$ cat src/rtl/hms_countdown.sv
// 12-hour h:m:s countdown timer: loads a duration, decrements once per tick,
// pulses done on reaching 00:00:00 and holds in EXPIRED until reloaded or cleared.
module hms_countdown (
  input  logic       clk,
  input  logic       async_rst,
  input  logic       tick,
  input  logic       clear,
  input  logic       load,
  input  logic [3:0] load_h,
  input  logic [5:0] load_m,
  input  logic [5:0] load_s,
  input  logic       start,
  input  logic       pause,
  output logic [3:0] hours,
  output logic [5:0] minutes,
  output logic [5:0] seconds,
  output logic       running,
  output logic       done,
  output logic       expired,
  output logic       load_err,
  output logic [1:0] dbg_state
);

  typedef enum logic [1:0] {
    ST_IDLE    = 2'd0,
    ST_RUN     = 2'd1,
    ST_PAUSED  = 2'd2,
    ST_EXPIRED = 2'd3
  } state_t;

  state_t     r_state;
  state_t     w_state_nxt;
  logic [3:0] r_h;
  logic [5:0] r_m;
  logic [5:0] r_s;
  logic [3:0] w_h_nxt;
  logic [5:0] w_m_nxt;
  logic [5:0] w_s_nxt;
  logic       r_done;
  logic       r_load_err;
  logic       w_done_nxt;
  logic       w_load_err_nxt;
  logic       w_load_ok;
  logic       w_zero;
  logic       w_last;

  assign w_load_ok = (load_h <= 4'd11) && (load_m <= 6'd59) && (load_s <= 6'd59);
  assign w_zero    = (r_h == 4'd0) && (r_m == 6'd0) && (r_s == 6'd0);
  assign w_last    = (r_h == 4'd0) && (r_m == 6'd0) && (r_s == 6'd1);

  // Priority chain: clear > load > pause > start > tick; only the top active request acts.
  always_comb begin
    w_state_nxt    = r_state;
    w_h_nxt        = r_h;
    w_m_nxt        = r_m;
    w_s_nxt        = r_s;
    w_done_nxt     = 1'b0;
    w_load_err_nxt = 1'b0;
    if (clear) begin
      w_state_nxt = ST_IDLE;
      w_h_nxt     = 4'd0;
      w_m_nxt     = 6'd0;
      w_s_nxt     = 6'd0;
    end else if (load) begin
      if (r_state != ST_RUN) begin
        if (w_load_ok) begin
          w_state_nxt = ST_IDLE;
          w_h_nxt     = load_h;
          w_m_nxt     = load_m;
          w_s_nxt     = load_s;
        end else begin
          w_load_err_nxt = 1'b1;
        end
      end
    end else if (pause) begin
      if (r_state == ST_RUN) w_state_nxt = ST_PAUSED;
    end else if (start) begin
      if ((r_state == ST_IDLE || r_state == ST_PAUSED) && !w_zero) w_state_nxt = ST_RUN;
    end else if (tick && r_state == ST_RUN) begin
      // Count is never zero in RUN, so the hours borrow cannot underflow.
      if (r_s != 6'd0) begin
        w_s_nxt = r_s - 6'd1;
      end else begin
        w_s_nxt = 6'd59;
        if (r_m != 6'd0) begin
          w_m_nxt = r_m - 6'd1;
        end else begin
          w_m_nxt = 6'd59;
          w_h_nxt = r_h - 4'd1;
        end
      end
      if (w_last) begin
        w_state_nxt = ST_EXPIRED;
        w_done_nxt  = 1'b1;
      end
    end
  end

  always_ff @(posedge clk or posedge async_rst) begin
    if (async_rst) begin
      r_state    <= ST_IDLE;
      r_h        <= 4'd0;
      r_m        <= 6'd0;
      r_s        <= 6'd0;
      r_done     <= 1'b0;
      r_load_err <= 1'b0;
    end else begin
      r_state    <= w_state_nxt;
      r_h        <= w_h_nxt;
      r_m        <= w_m_nxt;
      r_s        <= w_s_nxt;
      r_done     <= w_done_nxt;
      r_load_err <= w_load_err_nxt;
    end
  end

  assign hours     = r_h;
  assign minutes   = r_m;
  assign seconds   = r_s;
  assign done      = r_done;
  assign load_err  = r_load_err;
  assign running   = (r_state == ST_RUN);
  assign expired   = (r_state == ST_EXPIRED);
  assign dbg_state = r_state;

endmodule

$ cat config.mk
export PLATFORM = sky130hd
export DESIGN_NAME = hms_countdown
export DESIGN_NICKNAME = d
export VERILOG_FILES = /design/src/rtl/hms_countdown.sv
export SDC_FILE = /design/constraint.sdc
export NUM_CORES = 1
export LEC_CHECK = 0
export CORE_MARGIN = 3
export CORE_UTILIZATION = 50
export CTS_CLUSTER_SIZE = 8
export DETAILED_ROUTE_END_ITERATION = 6
export GPL_TIMING_DRIVEN = 0
export PLACE_DENSITY = 0.95
export SLEW_MARGIN = 25
export SYNTH_ARGS = -nofsm -noshare
export SYNTH_HDL_FRONTEND = slang
export SYNTH_SLANG_ARGS = --single-unit
$ cat constraint.sdc
create_clock -name clk -period 5.3 [get_ports clk]
set_input_delay 0.795 -clock clk [delete_from_list [all_inputs] [get_ports clk]]
set_output_delay 0.795 -clock clk [all_outputs]
set_load 0.005 [all_outputs]
# After elaboration in Yosys (flattened, before gate mapping)

Cells that the tools add are included.

Add/sub/neg operators: 3
Magnitude comparators: 3
Equality and inequality tests: 13
Mux-type cells: 46
Reductions and logical operators: 22

Operators by type and width:

| cell                                                  | number |
|---|---|
| 2-to-1 mux 6 bit                                      | 17 |
| 2-to-1 mux 4 bit                                      | 9 |
| 2-to-1 mux 2 bit                                      | 10 |
| less-or-equal comparator 6 bit, second input constant | 2 |
| logical NOT 6 bit                                     | 2 |
| != test 3 bit, second input constant                  | 4 |
| AND reduction 6 bit                                   | 2 |
| nonzero test 6 bit                                    | 2 |
| subtractor 6 x 1 -> 6 bit, second input constant      | 2 |
| 2-to-1 mux 1 bit                                      | 10 |
| nonzero test 5 bit                                    | 2 |
| logical AND 1 bit                                     | 7 |
| AND reduction 7 bit                                   | 1 |
| equality test 6 x 1 -> 1 bit, second input constant   | 1 |
| != test 3 x 2 -> 1 bit, second input constant         | 2 |
| != test 5 x 3 -> 1 bit, second input constant         | 1 |
| AND reduction 5 bit                                   | 1 |
| equality test 2 bit, second input constant            | 2 |
| less-or-equal comparator 4 bit, second input constant | 1 |
| logical NOT 4 bit                                     | 1 |
| != test 4 x 3 -> 1 bit, second input constant         | 1 |
| subtractor 4 x 1 -> 4 bit, second input constant      | 1 |
| nonzero test 3 bit                                    | 1 |
| equality test 2 x 1 -> 1 bit, second input constant   | 1 |
| 4 further kinds                                       | 4 |

Bits in registers: 20
Bits of input ports: 23
Output and inout bits: 22
Logic and storage cells: 93

# Longest topological paths before layout

Gate-level depths: netlist (run 1).

Word-level depth: 10
Gate-level depth with buffers: 7
Mapped depth without buffers: 7

# Least setup slack after synthesis (run 1)

OpenSTA, ideal clock, no wires.

Kind: input port to flip-flop
Start: input load
End: register r_h[1] (netlist: hours[1])
Setup time: 0.125 ns
Arrival time: 2.143 ns
Data required time: 5.175 ns
Setup slack: 3.032 ns
Stages: 6
Buffers on the path: 2
Cells stage by stage: clkbuf_1 -> or2_2 -> clkbuf_8 -> nor2_1 -> or3_4 -> mux2_4

Word-level cells in the longest chain between the ends: 2
Elaborated cells between the ends (all ways): 10
Classes of those cells: eq/ne (6); mux (2); reduce/logical (2)

Ends and longest elaborated chain:

| what                                                                     | RTL line | text |
|---|---|---|
| start, declared                                                          | 8        | `input logic load,` |
| != test 3 bit (no line), or another cell as far along                    | -        |  |
| AND reduction 7 bit (no line) / 2-to-1 mux 4 bit (equally long branches) | -        |  |
| end signal, assigned                                                     | 109      | `r_h <= w_h_nxt;` |
| end, declared                                                            | 33       | `logic [3:0] r_h;` |

Parallel ways exist; a longest one is shown, timed or not.
A chain may end at the register's enable or synchronous reset.

# Worst setup path after layout (run 1)

Start: input clear
End: register r_h[1] (netlist: hours[1])

Word-level cells in the longest chain between the ends: 2
Elaborated cells between the ends (all ways): 9
Classes of those cells: eq/ne (6); mux (1); reduce/logical (2)

Ends and longest elaborated chain:

| what                                                  | RTL line | text |
|---|---|---|
| start, declared                                       | 7        | `input logic clear,` |
| != test 3 bit (no line), or another cell as far along | -        |  |
| AND reduction 7 bit (no line)                         | -        |  |

Parallel ways exist; a longest one is shown, timed or not.

==> results.md, run 1 <==
- The largest net degree at the start of global routing is 21.
- The initial standard-cell utilization of the core is 55.8%.
- The floorplan has 18 rows.
- The synthesized design contains 0 enable-type register cells.
- The global-route wire length before repair is between 7000 and 8000 µm.
- The kind of start point of the critical path is a primary input.
- The longest individual stage delay on the worst path is 0.53 ns.
- The total number of nets in the final design is 242.
- The reported net switching power is 0.000224 W.
- The overall routed net length is 4480 µm.
- On the final layout, the worst clock skew is 0.00686 ns.
- The proportion of power drawn by the clock network is 16.2%.
- The number of library cell types mapped by synthesis is 44.
- The startpoint of the worst hold path is hours[1].
- The run finished with clean final reports.
- The reg-to-reg endpoint is hours[1].
- Counting every instance in the synthesized netlist gives roughly 170.
- Dividing the detail-routed wire length by the instance count gives 18.5 µm.
- Setup violations remaining at the end of the flow were counted as 0.
- The depth of the CTS H-tree is 1.
- In this run the power density over the cells is 303 nW/µm².
- The combinational share of power is 45.7%.
- The number of hold buffers added after CTS was 0.
- The class of the tightest hold or removal check is flip-flop to flip-flop.
- Internal power comes to 0.000370 W.
- The finished cells cover a little under 2000 µm².
- The number of DRC markers in iteration 0 is 81.
- After clock tree synthesis, the clock-pin slew on the worst setup and hold paths is 0.13 ns.
- The number of gates resized after CTS was 0.
- By area the synthesized netlist is led by sky130_fd_sc_hd__dfrtp_1 34%, sky130_fd_sc_hd__ha_1 5.2%, sky130_fd_sc_hd__o21ai_0 4.1%.
- The number of storage elements in the synthesis netlist is 20.
- The floorplan step set the die width to between 50 and 60 µm.
- The sequential element share of the synthesized area is 34.3%.
- The CTS tree is built.
- The number of clock buffers inserted by TritonCTS is 3.
- The initial antenna violation count came to 0.
- For this run, the total global-route usage over all layers was measured as a little over a quarter.
- Setup repair after global routing left no endpoint under its margin.
- For this run, asynchronously set or reset flops after synthesis account for 100%.
- The tool flagged a number of max-cap violations equal to 0.
- The combined area of the multi-input logic cells is just under 900 µm².
- The via count of the first global-routing pass came to 1531.
- The number of hold-slack violations in the final timing report is 0.
- The transition time at the pin with the least slew margin is 0.761 ns.
- The storage element area is between 500 and 600 µm².
- Compared with the post-synthesis result, the final layout area differs by 34.6%.
- The switching part of the total power is 37.7%.
- In this run the critical register-to-register path is launched from minutes[0].
- Buffers placed on the I/O ports in this run total 43.
- Dividing the detail-routed via count by the number of cells gives 6.40.
- The worst setup path is captured at a flip-flop.
- The cell total after placement is 238.
- The number of antenna diodes is 0.
- The fill cell instance count of the final layout is around 200.
- In this run the vertical extent of the chip is 60.0 µm.
- The HPWL after detailed placement is between 3000 and 4000 µm.
- The number of pins exceeding their max-slew limit in the final report was 0.
- The Yosys step of the flow raised 0 warnings.
- The final critical-path required period is 2.64 ns.
- The standard cell with the maximum stage delay on the critical path is sky130_fd_sc_hd__clkdlybuf4s50_1.
- The number of setup buffers added after CTS is 0.
- The synthesized design spends more area on one cell type than any other, namely sky130_fd_sc_hd__dfrtp_1.
- The category of the most critical setup path is primary input to flip-flop.
- The top cell type by area accounts for between 30% and 40% of the synthesized area.
- The commonest cells after synthesis are 20 x sky130_fd_sc_hd__dfrtp_1, 16 x sky130_fd_sc_hd__nor2_1, 14 x sky130_fd_sc_hd__nand2_1, 13 x sky130_fd_sc_hd__inv_1, 12 x sky130_fd_sc_hd__o21ai_0.
- The later pin in the worst-skew pair is clocked with a latency of 0.32 ns.
- Counting instances, the worst hold path has a depth of 1.
- Along the worst path, the maximum fanout reaches 10.
- After detailed placement, the total cell area comes to 1930 µm².
- For the final routed database, the setup TNS stands at 0 ns.
- The required time of the worst setup path is 5.52 ns.
- The startpoint of the worst setup timing path is clear.
- The cell area after technology mapping is 1460 µm².
- The detail route stage leaves a number of antenna-violating nets equal to 0.
- The die area is 3600 µm².
- For hold timing, the worst endpoint is hours[1].
- Summed over all cells, the static leakage comes to between 0.8 and 0.9 nW.
- The synthesized netlist net count is just under 200.
- The core region is ~2600 µm².
- In this run the mean area of a mapped cell was 8.83 µm².
- The fraction of final layout cells sized beyond drive strength 1 is 10.4%.
- The most instantiated library cell after synthesis is sky130_fd_sc_hd__dfrtp_1.
- The sequential share of power is 38.1%.
- The headroom to the max-slew limit is 49.2%.
- The fmax is 378 MHz.
- Traced cell by cell, the critical path runs through clkdlybuf4s50_1, or2_2, clkbuf_8, nor2_1, or3_4, mux2_4.
- Data arrives at the worst endpoint at 2.87 ns.
- The final weighted congestion of routability-driven global placement is around 0.90.
- The iteration count of the initial detailed-routing pass is 4.
- The cell count of the worst reg-to-reg path is 7.
- Leaving out filler cells and counting taps, the final layout contains about 240.
- The longest clock path from root to sink contains 2 buffers.
- The total global routing overflow is 0.
- The cell sitting at the root of the clock tree is a sky130_fd_sc_hd__clkbuf_4.
- The total via count in the routed design is about 1500.
- The clock net in this run drives a total of 20 sinks.
- The leading register cell type out of synthesis is sky130_fd_sc_hd__dfrtp_1.
- The largest vdd supply drop is between 0.0002 and 0.00025 V.
- The share of the clock period used by the worst path is 49.9%.
- The post-route DRC violation count is 0.
- The minimum setup slack among reg-to-reg paths is 3.07 ns.
- 45 I/O pins were placed.
==> cells by family (layout without fill, tap and decap cells) <==
logic type	after synthesis	count (layout)	synth area share (%)
AO/OA/AOI/OAI	50	50	22.7
XOR/XNOR	5	5	3.00
adder cells (fa/ha/maj)	6	6	5.15
buffers and inverters	20	67	6.09
flip-flops	20	20	34.3
multiplexers	5	5	4.89
AND/OR/NAND/NOR	59	59	23.8
==> worst max-delay path by stage <==
| stage | to | slack [ns] | cells after the start |
|---|---|---|---|
| finish | hours[1] | 2.66 | 6 |
| global route | hours[1] | 2.58 | 6 |
| CTS | hours[1] | 2.66 | 6 |
| detailed placement | hours[1] | 2.33 | 6 |
| global placement | hours[1] | 2.38 | 6 |
| floorplan | hours[1] | 3.03 | 6 |
==> metal layers <==
layer	vias to the layer above	global-route usage, %	wire [µm]
met5	-	0	0
met4	0	9.49	71
met3	9	5.40	417
met2	100	45.4	2280
met1	736	33.6	1710
li1	703	-	-
==> worst max-delay path: cells and delay by family <==
family | cells | cell delay [ns]
buf+inv | 2 | 0.71
mux | 1 | 0.30
simple gates | 3 | 1.07
==> power by group through the flow <==
| stage | clock network [W] | registers [W] | logic, W |
|---|---|---|---|
| finish | 0.0000960 | 0.000226 | 0.000271 |
| global route | 0.0000984 | 0.000231 | 0.000296 |
| CTS | 0.0000934 | 0.000225 | 0.000272 |
| detailed placement | 0 | 0.000227 | 0.000268 |
| global placement | 0 | 0.000225 | 0.000260 |
| floorplan | 0 | 0.000220 | 0.000160 |
==> sequential cells by signal, summed over array words and instances (netlist names) <==
signal	cells
minutes	6
seconds	6
hours	4
dbg_state	2
done	1
load_err	1
==> layout make-up <==
class                           count  share of cell area, %
Buffer                              7                   2.04
Clock buffer                        4                   1.85
Inverter                           13                   2.49
Multi-Input combinational cell    125                   44.3
Sequential cell                    20                   25.5
Tap cell                           30                   1.91
Timing Repair Buffer               43                   21.9
==> layout by cell type, fill, tap and decap left out, drive strengths merged, types with 4 or more instances in the layout <==
cell type and count:
nor4 4, nand2 14, clkdlybuf4s50 43, ha 6, nor3 8, mux2 5
nor2 18, o31ai 4, clkbuf 11, dfrtp 20, a21oi 11, a31oi 4
o21ai 14, inv 13
==> metrics by stage <==
stage / util, % / worst slack [ns] / total power [W] / hold WS [ns]
4_1_cts: 75.1 / 2.66 / 0.000590 / 0.599
3_3_place_gp: 73.7 / 2.38 / 0.000486 / 0.545
2_1_floorplan: - / 3.03 / 0.000380 / 0.542
6_report: 75.1 / 2.66 / 0.000594 / 0.601
3_5_place_dp: 73.7 / 2.33 / 0.000495 / 0.569
5_1_grt: 75.1 / 2.58 / 0.000625 / 0.624
No activity file was read; power rests on OpenSTA's default activity.
==> run 2, diff against run 1 <==
CORE_UTILIZATION = 42   (was 50)
PLACE_DENSITY = 0.87   (was 0.95)
clock period = 2.2 ns   (was 5.3 ns; I/O delays follow)
==> results.md, run 2 (synthesis gave the netlist of run 1 again) <==
- The run finished with clean final reports.
- The cell leakage power is 0.858 nW (+3.2%).
- The number of failing setup endpoints in the final timing report came to 0 (unchanged).
- The root cell of the clock tree is sky130_fd_sc_hd__clkbuf_4.
- The largest net degree at the start of global routing came to 21 (unchanged).
- The reported net switching power was 0.000533 W (+140%).
- The top fanout value on the critical path is 5 (-5).
- The top-level port count is 45 (unchanged).
- The fill cell instance count of the final layout is 288 (+45%).
- The setup path with the least slack is of type flip-flop to flip-flop.
- The via density per instance came to 5.68 (-11%).
- The proportion of power drawn by the clock network is 15.6% (-0.6 points).
- The placeable core region is 3180 µm² (+22%).
- The storage element area came to 500 µm² (unchanged).
- The die width was 64.9 µm (+8.2%).
- The layout-stage area growth over the synthesis result is 38.8%.
- Setup repair after global routing could not meet its margin everywhere.
- The maximum clock skew at final layout is 0.00552 ns (-0.00134 ns).
- The overall routing resource usage came to 20.2% (-6.6 points).
- The via count of the first global-routing pass is 1479 (-3.4%).
- The most common cell after layout, fill and taps aside is sky130_fd_sc_hd__clkdlybuf4s50_1.
- The fraction of final layout cells sized beyond drive strength 1 is 13.4% (+3.0 points).
- The number of routed nets with antenna violations is 0 (unchanged).
- The die span in y was 64.9 µm (+8.2%).
- The clock tree buffer depth was 2 (unchanged).
- The cell total after placement is 252 (+5.9%).
- The overall routed net length is 4030 µm (-10%).
- The combinational share of power is 47.4% (+1.7 points).
- The number of clock buffers inserted by TritonCTS is 3 (unchanged).
- The required time of the worst setup path is 2.41 ns (-3.11 ns).
- The class of the tightest hold or removal check is primary input to async pin.
- The initial standard-cell utilization of the core came to 45.9% (-9.9 points).
- The cell area power density is 722 nW/µm² (+140%).
- The internal power is 0.000927 W (+150%).
- The transition time at the pin with the least slew margin is 0.777 ns (+0.0161 ns).
- The switching part of the total power is 36.5% (-1.1 points).
- The total global routing overflow is 0 (unchanged).
- The headroom to the max-slew limit is 48.2% (-1.1 points).
- The per-cell routed wire length is 15.4 µm (-17%).
- The final weighted congestion of routability-driven global placement is 0.862 (-4.3%).
- The largest vdd supply drop came to 0.000459 V (+90%).
- The number of DRC markers in iteration 0 is 78 (-3.7%).
- The data arrival time of the critical path came to 2.35 ns (-0.52 ns).
- The max capacitance violation total is 0 (unchanged).
- The initial antenna violation count is 0 (unchanged).
- The number of antenna diodes is 0 (unchanged).
- In the layout the commonest cells are 43 x sky130_fd_sc_hd__clkdlybuf4s50_1, 20 x sky130_fd_sc_hd__dfrtp_1, 16 x sky130_fd_sc_hd__nor2_1.
- The combined area of the multi-input logic cells is 875 µm² (+0.72%).
- Of the available clock period, the critical path in the final layout requires between 90% and 100%.
- The number of port buffers was 43 (unchanged).
- The number of hold-slack violations in the final timing report is 0 (unchanged).
- The sequential share of power is 36.9% (-1.2 points).
- The depth of the CTS H-tree came to 1 (unchanged).
- The die area is 4210 µm² (+17%).
- The number of sinks on the clock net came to 20 (unchanged).
- The fmax is 467 MHz.
- The total via count in the routed design was 1483 (-4.2%).
- The post-route setup TNS was 0 ns (unchanged).
- The global-route wire length before repair came to 6820 µm (-4.9%).
- The number of pins exceeding their max-slew limit in the final report is 0 (unchanged).
- The post-route DRC violation count is 0 (unchanged).
- The iteration count of the initial detailed-routing pass is 4 (unchanged).
- The clock latency of the later-clocked register in the worst-skew pair is 0.32 ns (about the same).
- STA classifies the critical path startpoint as a flip-flop.
- The HPWL reported at the end of detailed placement came to 3030 µm (-9.0%).
- The clock transition at the registers of the reported paths is 0.12 ns (about the same).
- The total number of nets in the final design is 247 (+2.1%).
- The final standard cell count with taps included and fillers excluded is 261 (+7.9%).
- The CTS tree is built.
- The number of buffers inserted for hold repair after clock tree synthesis was 0 (unchanged).
- STA classifies the critical path endpoint as a flip-flop.
- The number of rows in the core area came to 20 (+2).
- Subtracting the final worst setup slack from the clock period gives 2.14 ns.
==> run 2: worst max-delay path: stages (launching register included) <==
cell and delay, ns:
sky130_fd_sc_hd__dfrtp_1 0.40, sky130_fd_sc_hd__inv_1 0.08, sky130_fd_sc_hd__ha_1 0.16, sky130_fd_sc_hd__or4b_4 0.51, sky130_fd_sc_hd__nor2_8 0.16, sky130_fd_sc_hd__nor2_2 0.05, sky130_fd_sc_hd__or3_4 0.37, sky130_fd_sc_hd__mux2_4 0.30
==> run 2: repair_timing <==
item,in CTS,in global routing
endpoints found under the setup margin,4,4
endpoints found under the hold margin,0,0
pin swaps,0,2
resized for setup,1,1
setup buffers,2,3
==> run 2: layout make-up <==
class	count	area share, %
Buffer	7	1.98
Multi-Input combinational cell	125	43.2
Tap cell	44	2.72
Inverter	13	2.41
Clock buffer	4	1.79
Timing Repair Buffer	48	23.1
Sequential cell	20	24.7
==> run 2: per-stage QoR <==
stage               utilization [%]  setup WS [ns]  hold WS, ns  cell area [µm²]  total power [W]
floorplan                         -          0.110        0.294             1460         0.000915
global placement               61.1         -0.184        0.556             1940          0.00117
detailed placement             61.1         -0.210        0.567             1940          0.00119
CTS                            63.0         0.0500        0.476             2000          0.00143
global route                   63.7        -0.0109        0.518             2020          0.00156
finish                         63.7         0.0609        0.439             2020          0.00146
==> run 2: power by group through the flow <==
stage	Sequential, W	Combinational [W]	Clock, W
2_1_floorplan	0.000531	0.000384	0
3_3_place_gp	0.000544	0.000625	0
3_5_place_dp	0.000546	0.000643	0
4_1_cts	0.000535	0.000664	0.000229
5_1_grt	0.000555	0.000758	0.000248
6_report	0.000539	0.000693	0.000229
==> run 2: path summary, 6_finish.rpt <==
path	from	to	slack, ns	depth (start not counted)
worst max-delay path	minutes[1]	hours[1]	0.06	7
worst min-delay path	async_rst	minutes[0]	0.44	2
worst max register to register	minutes[1]	hours[1]	0.06	7
worst min register to register	hours[1]	hours[1]	0.59	1
max in group asynchronous	async_rst	seconds[3]	1.28	2
min in group clk	hours[1]	hours[1]	0.59	1
==> run 2: routing by layer <==
layer  wire, µm  vias up  global-route usage [%]  share of wire, %
li1           -      707                       -                 -
met1       1720      700                    27.0                43
met2       1940       70                    33.2                48
met5          0        -                       0                 0
met3        326        6                    4.51               8.1
met4         38        0                    4.49              0.94
==> run 3, diff against run 2 <==
CELL_PAD_IN_SITES_DETAIL_PLACEMENT = 0   (was default)
CELL_PAD_IN_SITES_GLOBAL_PLACEMENT = 1   (was default)
CORE_UTILIZATION = 31   (was 42)
SLEW_MARGIN = default   (was 25)
==> results.md, run 3 (synthesis gave the netlist of run 1 again) <==
- The largest vdd supply drop came to 0.000237 V (-48%).
- STA classifies the critical path endpoint as a flip-flop.
- The number of failing setup endpoints in the final timing report is 0 (unchanged).
- The combinational share of power is 43.1% (-4.3 points).
- The cell leakage power is 0.882 nW (+2.9%).
- The number of pins exceeding their max-slew limit in the final report was 0 (unchanged).
- The transition time at the pin with the least slew margin came to 0.823 ns (+0.0466 ns).
- The switching part of the total power is 34.4% (-2.1 points).
- The global-route wire length before repair was 6690 µm (-2.0%).
- The headroom to the max-slew limit is 45.0% (-3.1 points).
- The share of the clock period used by the worst path is 98.8% (+1.5 points).
- The iteration count of the initial detailed-routing pass is 4 (unchanged).
- The overall routing resource usage is 15.4% (-4.8 points).
- The tightest min-delay check is of the primary input to async pin type.
- The clock tree buffer depth is 2 (unchanged).
- The number of hold-slack violations in the final timing report came to 0 (unchanged).
- The maximum clock skew at final layout was 0.00404 ns (-0.00148 ns).
- The root cell of the clock tree is sky130_fd_sc_hd__clkbuf_8.
- The required time of the worst setup path is 2.36 ns (-0.05 ns).
- The number of routed nets with antenna violations came to 0 (unchanged).
- The sequential share of power is 33.2% (-3.7 points).
- The placeable core region is 4440 µm² (+40%).
- The number of clock buffers inserted by TritonCTS is 3 (unchanged).
- The die area is 5560 µm² (+32%).
- The number of antenna diodes was 0 (unchanged).
- The max capacitance violation total was 0 (unchanged).
- The total global routing overflow was 0 (unchanged).
- The total number of nets in the final design is 249 (+0.81%).
- The final weighted congestion of routability-driven global placement is 0.840 (-2.5%).
- The fraction of final layout cells sized beyond drive strength 1 came to 15.5% (+2.2 points).
- The cell area power density came to 779 nW/µm² (+8.0%).
- The die span in y is 74.6 µm (+15%).
- The largest net degree at the start of global routing is 21 (unchanged).
- TritonCTS built the clock tree.
- The proportion of power drawn by the clock network is 23.7% (+8.1 points).
- The number of DRC markers in iteration 0 was 90 (+15%).
- The via count of the first global-routing pass was 1353 (-8.5%).
- The depth of the CTS H-tree is 1 (unchanged).
- The category of the most critical setup path is flip-flop to flip-flop.
- The total chip power was 0.00164 W (+12%).
- The fill cell instance count of the final layout is 440 (+53%).
- The reported net switching power is 0.000563 W (+5.5%).
- The initial standard-cell utilization of the core is 32.8% (-13 points).
- The per-cell routed wire length came to 16.0 µm (+3.8%).
- In the layout the commonest cells are 43 x sky130_fd_sc_hd__clkdlybuf4s50_1, 20 x sky130_fd_sc_hd__dfrtp_1, 15 x sky130_fd_sc_hd__nor2_1.
- The run finished with clean final reports.
- The post-route cell area is 2100 µm² (+3.7%).
- The top-level port count is 45 (unchanged).
- The kind of start point of the critical path is a flip-flop.
- The cell area after placement was 1950 µm² (+0.52%).
- The layout-stage area growth over the synthesis result is 43.9%.
- The via density per instance is 5.42 (-4.5%).
- The overall routed net length came to 4340 µm (+7.8%).
- The top fanout value on the critical path came to 4 (-1).
- The HPWL reported at the end of detailed placement is 3170 µm (+4.8%).
- The fmax was 460 MHz (-1.5%).
- The final critical-path required period was 2.17 ns (+0.0334 ns).
- The internal power is 0.00107 W (+16%).
- The total via count in the routed design was 1470 (-0.88%).
- The die width was 74.6 µm (+15%).
- The data arrival time of the critical path came to 2.33 ns (-0.02 ns).
- The number of sinks on the clock net is 20 (unchanged).
- The number of port buffers came to 43 (unchanged).
- The clock transition at the registers of the reported paths is 0.09 ns (-0.03 ns).
- The clock latency of the later-clocked register in the worst-skew pair is 0.27 ns (-0.05 ns).
- The post-route DRC violation count was 0 (unchanged).
- The number of rows in the core area is 24 (+20%).
- The initial antenna violation count was 0 (unchanged).
- The library cell used most frequently in the layout, excluding fill and tap cells, is sky130_fd_sc_hd__clkdlybuf4s50_1.
- The number of buffers inserted for hold repair after clock tree synthesis came to 0 (unchanged).
[run 3: stage by stage]
step / std cells / hold WS, ns / setup TNS [ns] / util [%] / worst slack (ns)
finish: 271 / 0.515 / 0 / 47.2 / 0.0275
global route: 271 / 0.599 / -0.0397 / 47.2 / -0.0222
CTS: 265 / 0.557 / 0 / 45.9 / 0.00127
detailed placement: 260 / 0.560 / -1.37 / 43.9 / -0.235
global placement: 260 / 0.558 / -0.938 / 43.9 / -0.205
floorplan: 165 / 0.294 / 0 / - / 0.110
[run 3: metal layers]
metal | global-route usage [%] | vias up | part of all wire, %
met4 | 2.96 | 0 | 0.18
li1 | - | 710 | -
met5 | 0 | - | 0
met1 | 22.1 | 713 | 46
met3 | 2.30 | 2 | 4.8
met2 | 24.8 | 45 | 49
[run 3: path summary, 6_finish.rpt]
kind / start / endpoint / slack [ns] / depth (start not counted)
max: minutes[1] / hours[3] / 0.03 / 7
min: async_rst / hours[2] / 0.51 / 2
max reg2reg: minutes[1] / hours[3] / 0.03 / 7
min reg2reg: dbg_state[1] / dbg_state[1] / 0.58 / 1
max in group asynchronous: async_rst / seconds[5] / 1.17 / 2
min in group clk: dbg_state[1] / dbg_state[1] / 0.58 / 1
[run 3: timing repair]
item / CTS / global route
endpoints found under the setup margin: 4 / 4
gates resized for setup: 1 / 5
setup buffers: 1 / 6
pin swaps: 0 / 3
[run 3: power by group through the flow]
stage,Clock [W],Combinational (W),Sequential [W]
floorplan,0,0.000384,0.000531
global placement,0,0.000637,0.000547
detailed placement,0,0.000648,0.000550
CTS,0.000386,0.000662,0.000542
global route,0.000403,0.000776,0.000556
finish,0.000387,0.000704,0.000544
[run 3: area by class of cell]
cell class / instances / area (µm²) / share of cell area, %
multi-input cells: 125 / 890 / 42.4
flip-flops and latches: 20 / 500 / 23.9
well taps: 52 / 65.1 / 3.10
clock buffers: 3 / 41.3 / 1.97
repair buffers: 50 / 483 / 23.0
plain buffers: 7 / 40.0 / 1.91
inverters: 13 / 48.8 / 2.33
clock inverters: 1 / 30.0 / 1.43
[run 3: worst max-delay path, cell delays in order, from the launching register on]
cell and delay (ns):
sky130_fd_sc_hd__dfrtp_1 0.44, sky130_fd_sc_hd__inv_2 0.10, sky130_fd_sc_hd__ha_4 0.12, sky130_fd_sc_hd__or4b_4 0.51, sky130_fd_sc_hd__nor2_8 0.14, sky130_fd_sc_hd__nor2_2 0.05
sky130_fd_sc_hd__or3_4 0.41, sky130_fd_sc_hd__mux2_4 0.31
==> variant (settings of run 3) <==
`r_h`, `r_m` and `r_s` no longer have a reset.
--- a/src/rtl/hms_countdown.sv
+++ b/src/rtl/hms_countdown.sv
@@ -99,19 +99,19 @@
   always_ff @(posedge clk or posedge async_rst) begin
     if (async_rst) begin
       r_state    <= ST_IDLE;
-      r_h        <= 4'd0;
-      r_m        <= 6'd0;
-      r_s        <= 6'd0;
       r_done     <= 1'b0;
       r_load_err <= 1'b0;
     end else begin
       r_state    <= w_state_nxt;
-      r_h        <= w_h_nxt;
-      r_m        <= w_m_nxt;
-      r_s        <= w_s_nxt;
       r_done     <= w_done_nxt;
       r_load_err <= w_load_err_nxt;
     end
+  end
+
+  always_ff @(posedge clk) begin
+    r_h <= w_h_nxt;
+    r_m <= w_m_nxt;
+    r_s <= w_s_nxt;
   end
 
   assign hours     = r_h;
Formal check against the unedited RTL: not equivalent (Yosys sat finds a counterexample within 4 cycles, from zero or initial values and one cycle with async_rst high).
==> variant against run 3 <==
- via count decreased by 1.2%
- setup slack improved by 220 ps
- routed wire length decreased by 4.1%
- worst hold slack worse by 280 ps
- cell area shrank 1.9%
- synthesized area rose by 1.6%
- total power fell by 19%
- die area increased by 1.5%
- sequential cell count stayed put
- maximum frequency rose by 11%
==> variant: results (changes against run 3) <==
stage;metric;value;unit;change
outcome;outcome;finished, final reports clean;;
route;finalWirelength;4.17;mm;-4.1%
pwr;leakage;0.742;nW;-16%
worst_setup_path;crit_fanout;10;;+6
place;place_ws;-31.6;ps;+204 ps
place;dp_hpwl;3.11;mm;-1.9%
finish;fillers;435;;-1.1%
worst_setup_path;r2r-start;dbg_state[0];;
yosys;synthFlopType;dfxtp_1;;
pwr;ir_drop;0.389;mV;+64%
global_routing;grt_pass1_vias;1386;;+2.4%
yosys;synth_common_cells;16 x dfxtp_1, 16 x nor2_1, 13 x a21oi_1;;
yosys;ys_types;45;;+2.3%
yosys;syn-num-nets;195;;+0.52%
worst_setup_path;cp_top_family;buffers and inverters;;
clocking;post-cts-setup-buffers;0;;-1
worst_setup_path;reg2reg_slack;320;ps;+290 ps
clocking;cts_resized;0;;-1
finish;nets;244;;-2.0%
place;gp_congestion;0.806;;-4.1%
sta;worst_pin_slew;681;ps;-142 ps
global_routing;grt_pass1_wl;6.88;mm;+2.9%
route;first_iter_violations;143;;+59%
sta;skew;8.02;ps;+3.97 ps
worst_setup_path;worst_path_max_delay_cell;clkdlybuf4s50_1;;
worst_setup_path;crit_start;load_m[2];;
place;port_buffers;44;;+2.3%
worst_setup_path;critPathCapture;hours[3];;
yosys;synth_area_leaders;dfxtp_1 22%, dfrtp_1 6.8%, ha_1 5.9%;;
finish;drive_gt1_share;13.1;%;-2.4 points
yosys;synth-seq-area-share;28.4;%;-6.0 points
global_routing;track_usage;15.7;%;+0.29 points
worst_setup_path;r2r_end;hours[3];;
worst_setup_path;crit_required;2330;ps;-30 ps
yosys;async_reset_ff_share;20.0;%;-80 points
global_routing;grt_max_degree;13;;-38%
clocking;cts_made_buffers;3;;unchanged
variant: changes by cell type after synthesis, sizes merged, moves of 5 or more:
cell and delta:
a211oi +6, buf +7, clkbuf -6, dfrtp -16, dfxtp +16, mux2 -5
o21ai -8
variant: per-layer routing:
metal	part of all wire [%]	vias to the layer above	wire length [um]	GRT usage, %
met5	0	-	0	0
met2	47	48	1970	24.8
li1	-	717	-	-
met4	0.91	0	38	2.91
met3	5.8	5	242	3.20
met1	46	682	1920	22.4
variant: worst register-to-register path, cell delays in order (launching register included):
cell and delay (ps):
dfrtp_1 420, nor2b_4 140, buf_6 130, nor4_4 330, a32oi_2 140, buf_6 190
o311ai_4 280, o41ai_2 110
variant: kinds of logic after synthesis:
family | after synthesis | synth area share [%]
simple gates | 57 | 23.7
buf+inv | 21 | 8.78
fa+ha+maj | 7 | 5.91
compound gates | 56 | 30.8
flops | 20 | 28.4
xor+xnor | 4 | 2.37
variant: area by class of cell:
type / instances / area share (%)
Sequential cell: 20 / 20.4
Clock inverter: 1 / 1.46
Buffer: 9 / 4.13
Inverter: 12 / 2.19
Multi-Input combinational cell: 124 / 45.2
Tap cell: 52 / 3.16
Clock buffer: 3 / 2.01
Timing Repair Buffer: 44 / 21.4
variant: through the flow:
stage / total power, mW / instance area [sq um] / util (%) / instances
after floorplan: 0.763 / 1480 / - / 165
after global placement: 0.954 / 1990 / 44.4 / 261
after detailed placement: 0.955 / 1990 / 44.4 / 261
after CTS: 1.34 / 2060 / 46.0 / 265
after global routing: 1.41 / 2060 / 46.0 / 265
final: 1.33 / 2060 / 46.0 / 265
variant: worst min-delay path by stage:
stage,depth (start not counted),to,slack [ps],start
2_1_floorplan,1,dbg_state[0],100,async_rst
4_1_cts,2,load_err,240,async_rst
3_5_place_dp,2,seconds[0],500,seconds[0]
3_3_place_gp,2,seconds[0],500,seconds[0]
5_1_grt,2,load_err,250,async_rst
6_report,2,done,230,async_rst
variant: power by group through the flow:
stage          logic [mW]  registers (mW)  clock network (mW)
6_report            0.500           0.451               0.379
2_1_floorplan       0.309           0.454                   0
3_3_place_gp        0.493           0.460                   0
5_1_grt             0.555           0.458               0.398
4_1_cts             0.499           0.451               0.384
3_5_place_dp        0.496           0.459                   0
